<file path="src/rtl/uart_tx_scheduler_if.sv">
// Requester and transmitter handshake bundle for the UART TX scheduler.
interface uart_tx_scheduler_if #(
    parameter int NUM_REQ = 4
);
    logic [NUM_REQ-1:0]      req_valid;
    logic [NUM_REQ-1:0][7:0] req_data;
    logic [NUM_REQ-1:0]      req_ready;
    logic                    tx_start;
    logic [7:0]              tx_data;

    modport master (
        output req_valid, req_data,
        input  req_ready, tx_start, tx_data
    );

    modport slave (
        input  req_valid, req_data,
        output req_ready, tx_start, tx_data
    );
endinterface

</file>
<file path="src/rtl/uart_tx_scheduler.sv">
// Round-robin sharing of one UART byte transmitter between NUM_REQ requesters,
// with frame timing from br_tick and an idle guard between frames.

module uart_tx_sched_lane #(
    parameter int PTR_W = 2,
    parameter int ID    = 0
) (
    input  logic             win_vld,
    input  logic [PTR_W-1:0] win_idx,
    input  logic [7:0]       data,
    output logic             grant,
    output logic [7:0]       data_sel
);
    assign grant    = win_vld && (win_idx == PTR_W'(ID));
    assign data_sel = grant ? data : 8'h00;
endmodule

module uart_tx_scheduler #(
    parameter int NUM_REQ     = 4,
    parameter int FRAME_TICKS = 10,
    parameter int GUARD_TICKS = 1,
    parameter int CNT_W       = 16
) (
    input  logic               clk,
    input  logic               reset,
    input  logic               br_tick,
    uart_tx_scheduler_if.slave bus,
    output logic               busy,
    output logic [2:0]         grant_id,
    output logic [CNT_W-1:0]   frame_cnt
);
    localparam int MAX_TICKS = (FRAME_TICKS > GUARD_TICKS) ? FRAME_TICKS : GUARD_TICKS;
    localparam int TICK_W    = $clog2(MAX_TICKS + 1);
    localparam int PTR_W     = (NUM_REQ > 1) ? $clog2(NUM_REQ) : 1;

    localparam logic [TICK_W-1:0] FRAME_LAST = TICK_W'(FRAME_TICKS - 1);
    localparam logic [TICK_W-1:0] GUARD_LAST = TICK_W'((GUARD_TICKS > 0) ? GUARD_TICKS - 1 : 0);
    localparam logic [PTR_W:0]    NUM_REQ_W  = (PTR_W + 1)'(NUM_REQ);
    localparam logic [PTR_W-1:0]  LAST_IDX   = PTR_W'(NUM_REQ - 1);

    typedef enum logic [1:0] {IDLE, LAUNCH, FRAME, GUARD} state_t;

    state_t                  state, state_n;
    logic [TICK_W-1:0]       tick_cnt, cnt_n;
    logic [PTR_W-1:0]        rr_ptr, ptr_n;
    logic [NUM_REQ-1:0]      ready_q, ready_n;
    logic                    start_q, start_n;
    logic [7:0]              data_q, data_n;
    logic [2:0]              gid_n;
    logic [CNT_W-1:0]        fcnt_n;
    logic                    busy_n;

    // Arbitration: rotate requests so rr_ptr sits at bit 0, take the lowest set bit.
    logic [NUM_REQ-1:0]      req_rot;
    logic [PTR_W-1:0]        win_off;
    logic [PTR_W:0]          win_sum;
    logic [PTR_W-1:0]        win_idx;
    logic                    win_vld;
    logic [NUM_REQ-1:0]      lane_grant;
    logic [NUM_REQ-1:0][7:0] lane_data;
    logic [7:0]              sel_data;

    assign req_rot = NUM_REQ'({bus.req_valid, bus.req_valid} >> rr_ptr);
    assign win_vld = |bus.req_valid;

    always_comb begin
        win_off = '0;
        for (int k = NUM_REQ - 1; k >= 0; k--) begin
            if (req_rot[k]) win_off = PTR_W'(k);
        end
    end

    assign win_sum = {1'b0, rr_ptr} + {1'b0, win_off};
    assign win_idx = (win_sum >= NUM_REQ_W) ? PTR_W'(win_sum - NUM_REQ_W) : win_sum[PTR_W-1:0];

    for (genvar i = 0; i < NUM_REQ; i++) begin : g_lane
        uart_tx_sched_lane #(.PTR_W(PTR_W), .ID(i)) u_lane (
            .win_vld  (win_vld),
            .win_idx  (win_idx),
            .data     (bus.req_data[i]),
            .grant    (lane_grant[i]),
            .data_sel (lane_data[i])
        );
    end

    always_comb begin
        sel_data = 8'h00;
        for (int i = 0; i < NUM_REQ; i++) sel_data = sel_data | lane_data[i];
    end

    always_comb begin
        state_n = state;
        cnt_n   = tick_cnt;
        ptr_n   = rr_ptr;
        ready_n = '0;
        start_n = 1'b0;
        data_n  = data_q;
        gid_n   = grant_id;
        fcnt_n  = frame_cnt;
        case (state)
            IDLE: begin
                if (win_vld) begin
                    data_n  = sel_data;
                    gid_n   = 3'(win_idx);
                    ready_n = lane_grant;
                    ptr_n   = (win_idx == LAST_IDX) ? '0 : win_idx + 1'b1;
                    state_n = LAUNCH;
                end
            end
            LAUNCH: begin
                // Transmitter is still idle here, so a tick in this cycle is dropped.
                start_n = 1'b1;
                state_n = FRAME;
            end
            FRAME: begin
                if (br_tick) begin
                    if (tick_cnt == FRAME_LAST) begin
                        fcnt_n  = frame_cnt + 1'b1;
                        state_n = (GUARD_TICKS > 0) ? GUARD : IDLE;
                    end else begin
                        cnt_n = tick_cnt + 1'b1;
                    end
                end
            end
            GUARD: begin
                if (br_tick) begin
                    if (tick_cnt == GUARD_LAST) state_n = IDLE;
                    else                        cnt_n   = tick_cnt + 1'b1;
                end
            end
            default: state_n = IDLE;
        endcase
        // No tick carries across a state boundary.
        if (state_n != state) cnt_n = '0;
        busy_n = (state_n != IDLE);
    end

    always_ff @(posedge clk) begin
        if (!reset) begin
            state     <= IDLE;
            tick_cnt  <= '0;
            rr_ptr    <= '0;
            ready_q   <= '0;
            start_q   <= 1'b0;
            data_q    <= 8'h00;
            grant_id  <= 3'd0;
            frame_cnt <= '0;
            busy      <= 1'b0;
        end else begin
            state     <= state_n;
            tick_cnt  <= cnt_n;
            rr_ptr    <= ptr_n;
            ready_q   <= ready_n;
            start_q   <= start_n;
            data_q    <= data_n;
            grant_id  <= gid_n;
            frame_cnt <= fcnt_n;
            busy      <= busy_n;
        end
    end

    assign bus.req_ready = ready_q;
    assign bus.tx_start  = start_q;
    assign bus.tx_data   = data_q;
endmodule
</file>
<file path="src/flat_wrapper.sv">
// flat-port wrapper written by rule: the top's interface ports become plain ports
module uart_tx_scheduler_flat 
#(
    parameter int NUM_REQ     = 4,
    parameter int FRAME_TICKS = 10,
    parameter int GUARD_TICKS = 1,
    parameter int CNT_W       = 16
)
  (clk, reset, br_tick, busy, grant_id, frame_cnt, bus_req_valid, bus_req_data, bus_req_ready, bus_tx_start, bus_tx_data);
  uart_tx_scheduler_if #(.NUM_REQ(NUM_REQ)) bus_i ();
  input  logic clk;
  input  logic reset;
  input  logic br_tick;
  output logic busy;
  output logic [2:0] grant_id;
  output logic [CNT_W-1:0] frame_cnt;
  input wire logic [$bits(bus_i.req_valid)-1:0] bus_req_valid;
  input wire logic [$bits(bus_i.req_data)-1:0] bus_req_data;
  output wire logic [$bits(bus_i.req_ready)-1:0] bus_req_ready;
  output wire logic [$bits(bus_i.tx_start)-1:0] bus_tx_start;
  output wire logic [$bits(bus_i.tx_data)-1:0] bus_tx_data;
  assign bus_i.req_valid = bus_req_valid;
  assign bus_i.req_data = bus_req_data;
  assign bus_req_ready = bus_i.req_ready;
  assign bus_tx_start = bus_i.tx_start;
  assign bus_tx_data = bus_i.tx_data;
  uart_tx_scheduler #(.NUM_REQ(NUM_REQ), .FRAME_TICKS(FRAME_TICKS), .GUARD_TICKS(GUARD_TICKS), .CNT_W(CNT_W)) u_core (.clk(clk), .reset(reset), .br_tick(br_tick), .bus(bus_i), .busy(busy), .grant_id(grant_id), .frame_cnt(frame_cnt));
endmodule
</file>
<file path="config.mk">
export PLATFORM = sky130hd
export DESIGN_NAME = uart_tx_scheduler_flat
export DESIGN_NICKNAME = d
export VERILOG_FILES = /design/src/rtl/uart_tx_scheduler_if.sv /design/src/rtl/uart_tx_scheduler.sv /design/src/flat_wrapper.sv
export SDC_FILE = /design/constraint.sdc
export NUM_CORES = 1
export LEC_CHECK = 0
export BUFFER_PORTS_ARGS = -buffer_cell sky130_fd_sc_hd__buf_2
export CAP_MARGIN = 25
export CORE_MARGIN = 1.5
export CORE_UTILIZATION = 45
export CTS_CLUSTER_SIZE = 24
export DETAILED_ROUTE_END_ITERATION = 12
export GPL_ROUTABILITY_DRIVEN = 0
export PLACE_DENSITY = 0.67
export SYNTH_ARGS = -nofsm -noshare
export SYNTH_HDL_FRONTEND = slang
export SYNTH_SLANG_ARGS = --single-unit
</file>
<file path="constraint.sdc">
create_clock -name clk -period 8 [get_ports clk]
set_clock_uncertainty 0.1 [all_clocks]
set_input_delay 1.6 -clock clk [delete_from_list [all_inputs] [get_ports clk]]
set_output_delay 1.6 -clock clk [all_outputs]
set_load 0.02 [all_outputs]
</file>
==> flow_summary.ini, run 1 <==
[sta]
rsz0062_at_grt = no
max_slew_margin_pct = 17.2
slew_violations = 0
max_freq_ghz = 0.220
finalHoldViolations = 0
post-route-period-util_pct = 56.7
fin_tns_setup_ns = 0
min_period_ns = 4.54
final-setup-viol-count = 0
worstMarginPinSlew_ns = 1.24

[clock_network]
holdBufCountCts = 0
cts-root-buf = clkbuf_8
h-tree-depth = 2
cts_setup_buffers = 0
cts_tree = yes
clk_latency_ns = 0.28
cts_made_buffers = 5
cts.sink_count = 40
cts-resized-gates = 0
clk_pin_slew_ns = 0.07
clock_path_buffers = 2

[logic_synthesis]
ys_types = 48
ys_ff_latch = 40
synth-edff-count = 0
netlist_instances = 302
synthTopCellsByArea = dfxtp_1, nand2_1, xnor2_1
synth_top_cell_area_share_pct = 33.3
synthTopCellsByCount = dfxtp_1, nand2_1, nor2_1
synth-warning-count = 0
ys_async_sr_fraction_pct = 0
yosysMostFrequentCell = dfxtp_1
ys.flop_type = dfxtp_1
syn_area_per_cell_sq_um = 7.97
syn_area_sq_um = 2410
yosysTopAreaCell = dfxtp_1
yosysSeqAreaShare_pct = 33.3
syn_nets = 347

[floorplan]
die_w_um = 76.1
start_util_pct = 46.8
fp.dieH_um = 76.1
die-area_sq_um = 5790
rows = 26
core_sq_um = 5140
ios = 72

[critical_path]
path_class = in2reg
cp-end-kind = flip-flop
max_stage_delay_ns = 0.83
reg2regPathDepth = 13
path_cells = buf_2 -> nor2_1 -> a221oi_1 -> a31oi_1 -> a211o_1 -> ha_1 -> xor2_1 -> nor3_2 -> nor2_2 -> ha_1 -> nand2_1 -> nand2_1 -> nor4_1 -> a21oi_1
crit_family = XOR/XNOR gates
required_ns = 8.11
worst-path-buf-inv = 1
worst-path-max-fanout = 14
cp-start-kind = input pin
path_depth = 14
crit_slowest_cell = xor2_1
arrival_ns = 4.65

[global_route]
grt_pass1_vias = 2186
grt_max_degree = 35
antenna_found_initial = 0
overflow = 0
grtUsageTotal_pct = 20.2
grt_pass1_wl_um = 9690

[placement]
placedCellCount = 422
numPortBuffers = 70
hpwl_um = 4310

[detailed_routing]
wl_per_cell_um = 13.6
via_count = 2382
ant_nets = 0
route.detailed.drc = 0
wl_um = 5880
drt_pass1_iterations = 4
drt_iter0_markers = 121
via_per_inst = 5.53

[finish]
drive_above_1_share_pct = 25.8
final_core_util_pct = 55.4
multiInputGateArea_sq_um = 1480
num_antenna_cells = 0
final_cells = 431
syn2layout_area_growth_pct = 18.3
seqCellArea_sq_um = 801
fill_cells = 532
nets = 405

[pwr]
peakVddDrop_mv = 0.257
powerDensity_nw_per_um2 = 267
p_leak_nw = 1.21

[flow_run]
maxCapViolCount = 0

[min_path]
worstHoldPathCells = 2
min_path_type = reg2reg

[run_status]
status = finished clean
## tightest hold or removal path: stages, from the launching register on
cell and delay, ns:
dfxtp_1 0.31, nand2_1 0.04, a21boi_0 0.06
## per-layer routing
layer	wire (um)	vias to the layer above	GRT usage [%]
met5	0	-	0
met4	104	0	8.33
met1	2560	1094	23.8
met3	341	10	4.31
li1	-	1197	-
met2	2870	81	35.4
## path summary, 6_finish.rpt
kind	from	endpoint	slack [ns]
max	bus_req_valid[0]	u_core.bus.tx_data[3]	3.46
min	u_core.grant_id[0]	u_core.grant_id[0]	0.36
max reg2reg	u_core.rr_ptr[0]	u_core.bus.tx_data[3]	4.36
min reg2reg	u_core.grant_id[0]	u_core.grant_id[0]	0.36
## layout by cell type, fill, tap and decap left out, types with 5 or more instances in the layout
cell / instances
a21boi_0: 5
a21oi_1: 18
a31oi_1: 6
and2_1: 14
buf_2: 70
clkbuf_8: 6
dfxtp_1: 40
ha_1: 6
nand2_1: 31
nand3_1: 15
nand4_1: 8
nor2_1: 20
nor2b_1: 10
nor3_1: 10
nor4_1: 10
o21ai_0: 14
or3_1: 5
xnor2_1: 12
xor2_1: 5
## area by class of cell
cell class | instances | area share, %
multi-input combinational | 237 | 52.2
sequential | 40 | 28.1
timing repair buffer | 72 | 12.8
tap | 70 | 3.08
clock buffer | 6 | 2.90
inverter | 4 | 0.528
clock inverter | 2 | 0.352
## per-stage QoR
stage / power (mW) / cell area (sq um) / worst slack, ns / hold slack [ns]
finish: 0.761 / 2850 / 3.46 / 0.359
global route: 0.818 / 2850 / 3.16 / 0.389
CTS: 0.759 / 2840 / 3.44 / 0.365
detailed placement: 0.621 / 2750 / 3.13 / 0.354
global placement: 0.615 / 2750 / 3.27 / 0.350
floorplan: 0.537 / 2410 / 3.79 / 0.410
## flip-flops by register name, indices dropped and copies added (netlist names)
signal	cells
u_core.state	2
u_core.grant_id	2
u_core.bus.tx_start	1
u_core.tick_cnt	4
u_core.bus.req_ready	4
u_core.rr_ptr	2
u_core.busy	1
u_core.frame_cnt	16
u_core.bus.tx_data	8
## power breakdown
group	leakage [nW]	switching [mW]	internal, mW
Combinational	0.832	0.237	0.136
Clock	0.0510	0.0675	0.0688
Sequential	0.326	0.0230	0.228
## cells by family (layout without fill, tap and decap cells)
group | count (synthesis) | after routing | share of synthesized area (%)
fa+ha+maj | 6 | 6 | 3.12
xor+xnor | 17 | 17 | 6.19
other cells | 1 | 1 | 0.156
mux | 6 | 6 | 2.70
buf+inv | 25 | 84 | 5.04
compound gates | 65 | 65 | 18.1
flops | 40 | 40 | 33.3
simple gates | 142 | 142 | 31.4
Power figures use the tool's default switching activity.
==> run 2, diff against run 1 <==
Clock period 8 ns to 4.47 ns, I/O delays scaled along.
==> run 2 against run 1 <==
Compared with the run above: non-clock buffer count up 3; critical path depth up 1; global-route usage up 0.29 points; cell count up 0.70%; sequential share of layout area down 0.20 points; core utilization up 0.39 points; critical path type unchanged.
==> flow_summary.ini, run 2 (synthesis gave the netlist of run 1 again) <==
[run_status]
status = finished clean

[pwr]
powerDensity_nw_per_um2 = 478
peakVddDrop_mv = 0.465
totalPowerFinal_mw = 1.37
p_leak_nw = 1.22

[critical_path]
path_class = in2reg
cp-end-kind = flip-flop
worst-path-max-fanout = 14
required_ns = 4.54
worstReg2RegEnd = u_core.bus.tx_data[1]
r2r_start = u_core.rr_ptr[0]
reg2regPathDepth = 14
cp-start-kind = input pin
reg2reg_setup_slack_ns = 1.12
max_stage_delay_ns = 0.32
arrival_ns = 3.62
path_cells = buf_2 -> nor2_1 -> a221oi_1 -> a31oi_1 -> a211o_1 -> ha_1 -> xor2_1 -> buf_4 -> nor3_2 -> nor2_2 -> ha_1 -> nand2_1 -> nand2_1 -> nor4_1 -> a21oi_1
crit_slowest_cell = ha_1

[detailed_routing]
ant_nets = 0
wl_um = 5720
drt_iter0_markers = 124
wl_per_cell_um = 13.2
drt_pass1_iterations = 5
via_count = 2348
route.detailed.drc = 0
via_per_inst = 5.41

[sta]
min_period_ns = 3.55
final-setup-viol-count = 0
finalHoldViolations = 0
rsz0062_at_grt = no
slew_violations = 0
max_slew_margin_pct = 41.3
post-route-period-util_pct = 79.5
fin_tns_setup_ns = 0
max_freq_ghz = 0.282
worstMarginPinSlew_ns = 0.873

[finish]
final_core_util_pct = 55.7
drive_above_1_share_pct = 25.8
num_antenna_cells = 0
final_cells = 434
nets = 408
final_cell_mix = buf_2, dfxtp_1, nand2_1
syn2layout_area_growth_pct = 19.1
fill_cells = 532
final_common_cell = buf_2
largest_register_ffs = 16
regMostFlops = u_core.frame_cnt

[floorplan]
rows = 26
core_sq_um = 5140
start_util_pct = 46.8
die-area_sq_um = 5790
die_w_um = 76.1
fp.dieH_um = 76.1
ios = 72

[clock_network]
cts.sink_count = 40
cts_tree = yes
holdBufCountCts = 0
clk_pin_slew_ns = 0.07
cts_made_buffers = 5
clk_latency_ns = 0.29
cts_setup_buffers = 0
cts-root-buf = clkbuf_8
cts-resized-gates = 0
h-tree-depth = 2
clock_path_buffers = 2

[global_route]
grt_pass1_vias = 2139
grtUsageTotal_pct = 20.4
grt_max_degree = 35
grt_pass1_wl_um = 9690
overflow = 0
antenna_found_initial = 0

[placement]
hpwl_um = 4250
numPortBuffers = 70
placedCellCount = 426

[min_path]
worstHoldPathCells = 2
hp-start = u_core.grant_id[0]
min_path_type = reg2reg
hold_path_end = u_core.grant_id[0]

[flow_run]
maxCapViolCount = 0
[run 2: power breakdown]
part | leakage (nW) | internal, mW | switching (mW) | total (mW)
Combinational | 0.847 | 0.253 | 0.422 | 0.674
Sequential | 0.326 | 0.409 | 0.0425 | 0.451
Clock | 0.0455 | 0.126 | 0.119 | 0.245
[run 2: critical path: cells and delay by family]
| family | cells | cell delay (ns) |
|---|---|---|
| buffers and inverters | 2 | 0.37 |
| AND/OR/NAND/NOR | 6 | 0.94 |
| XOR/XNOR | 1 | 0.14 |
| adder cells (fa/ha/maj) | 2 | 0.53 |
| AO/OA/AOI/OAI | 4 | 0.75 |
[run 2: final cells by class]
| type | instances | area (sq um) | area share (%) |
|---|---|---|---|
| Clock buffer | 8 | 90.1 | 3.14 |
| Inverter | 4 | 15.0 | 0.524 |
| Multi-Input combinational cell | 237 | 1480 | 51.8 |
| Sequential cell | 40 | 801 | 27.9 |
| Tap cell | 70 | 87.6 | 3.06 |
| Timing Repair Buffer | 75 | 388 | 13.5 |
[run 2: worst max path at each step]
stage	slack (ns)	start	cells after the start	to
after floorplan	0.97	bus_req_valid[0]	15	u_core.bus.tx_data[1]
after global placement	0.74	bus_req_valid[0]	15	u_core.bus.tx_data[4]
after detailed placement	0.63	bus_req_valid[0]	15	u_core.bus.tx_data[1]
after CTS	0.93	bus_req_valid[0]	15	u_core.bus.tx_data[1]
after global routing	0.69	bus_req_valid[0]	15	u_core.bus.tx_data[3]
final	0.92	bus_req_valid[0]	15	u_core.bus.tx_data[1]
[run 2: layer usage]
| layer | vias to the layer above | part of all wire, % | global-route usage [%] |
|---|---|---|---|
| li1 | 1206 | - | - |
| met1 | 1067 | 44 | 25.2 |
| met2 | 68 | 49 | 35.6 |
| met3 | 7 | 5.4 | 3.83 |
| met4 | 0 | 1.5 | 7.22 |
| met5 | - | 0 | 0 |
[run 2: metrics by stage]
step,hold WS [ns],worst slack [ns],cell area [sq um]
after floorplan,0.410,0.970,2410
after global placement,0.352,0.742,2780
after detailed placement,0.361,0.628,2780
after CTS,0.372,0.929,2870
after global routing,0.408,0.693,2870
final,0.365,0.918,2870
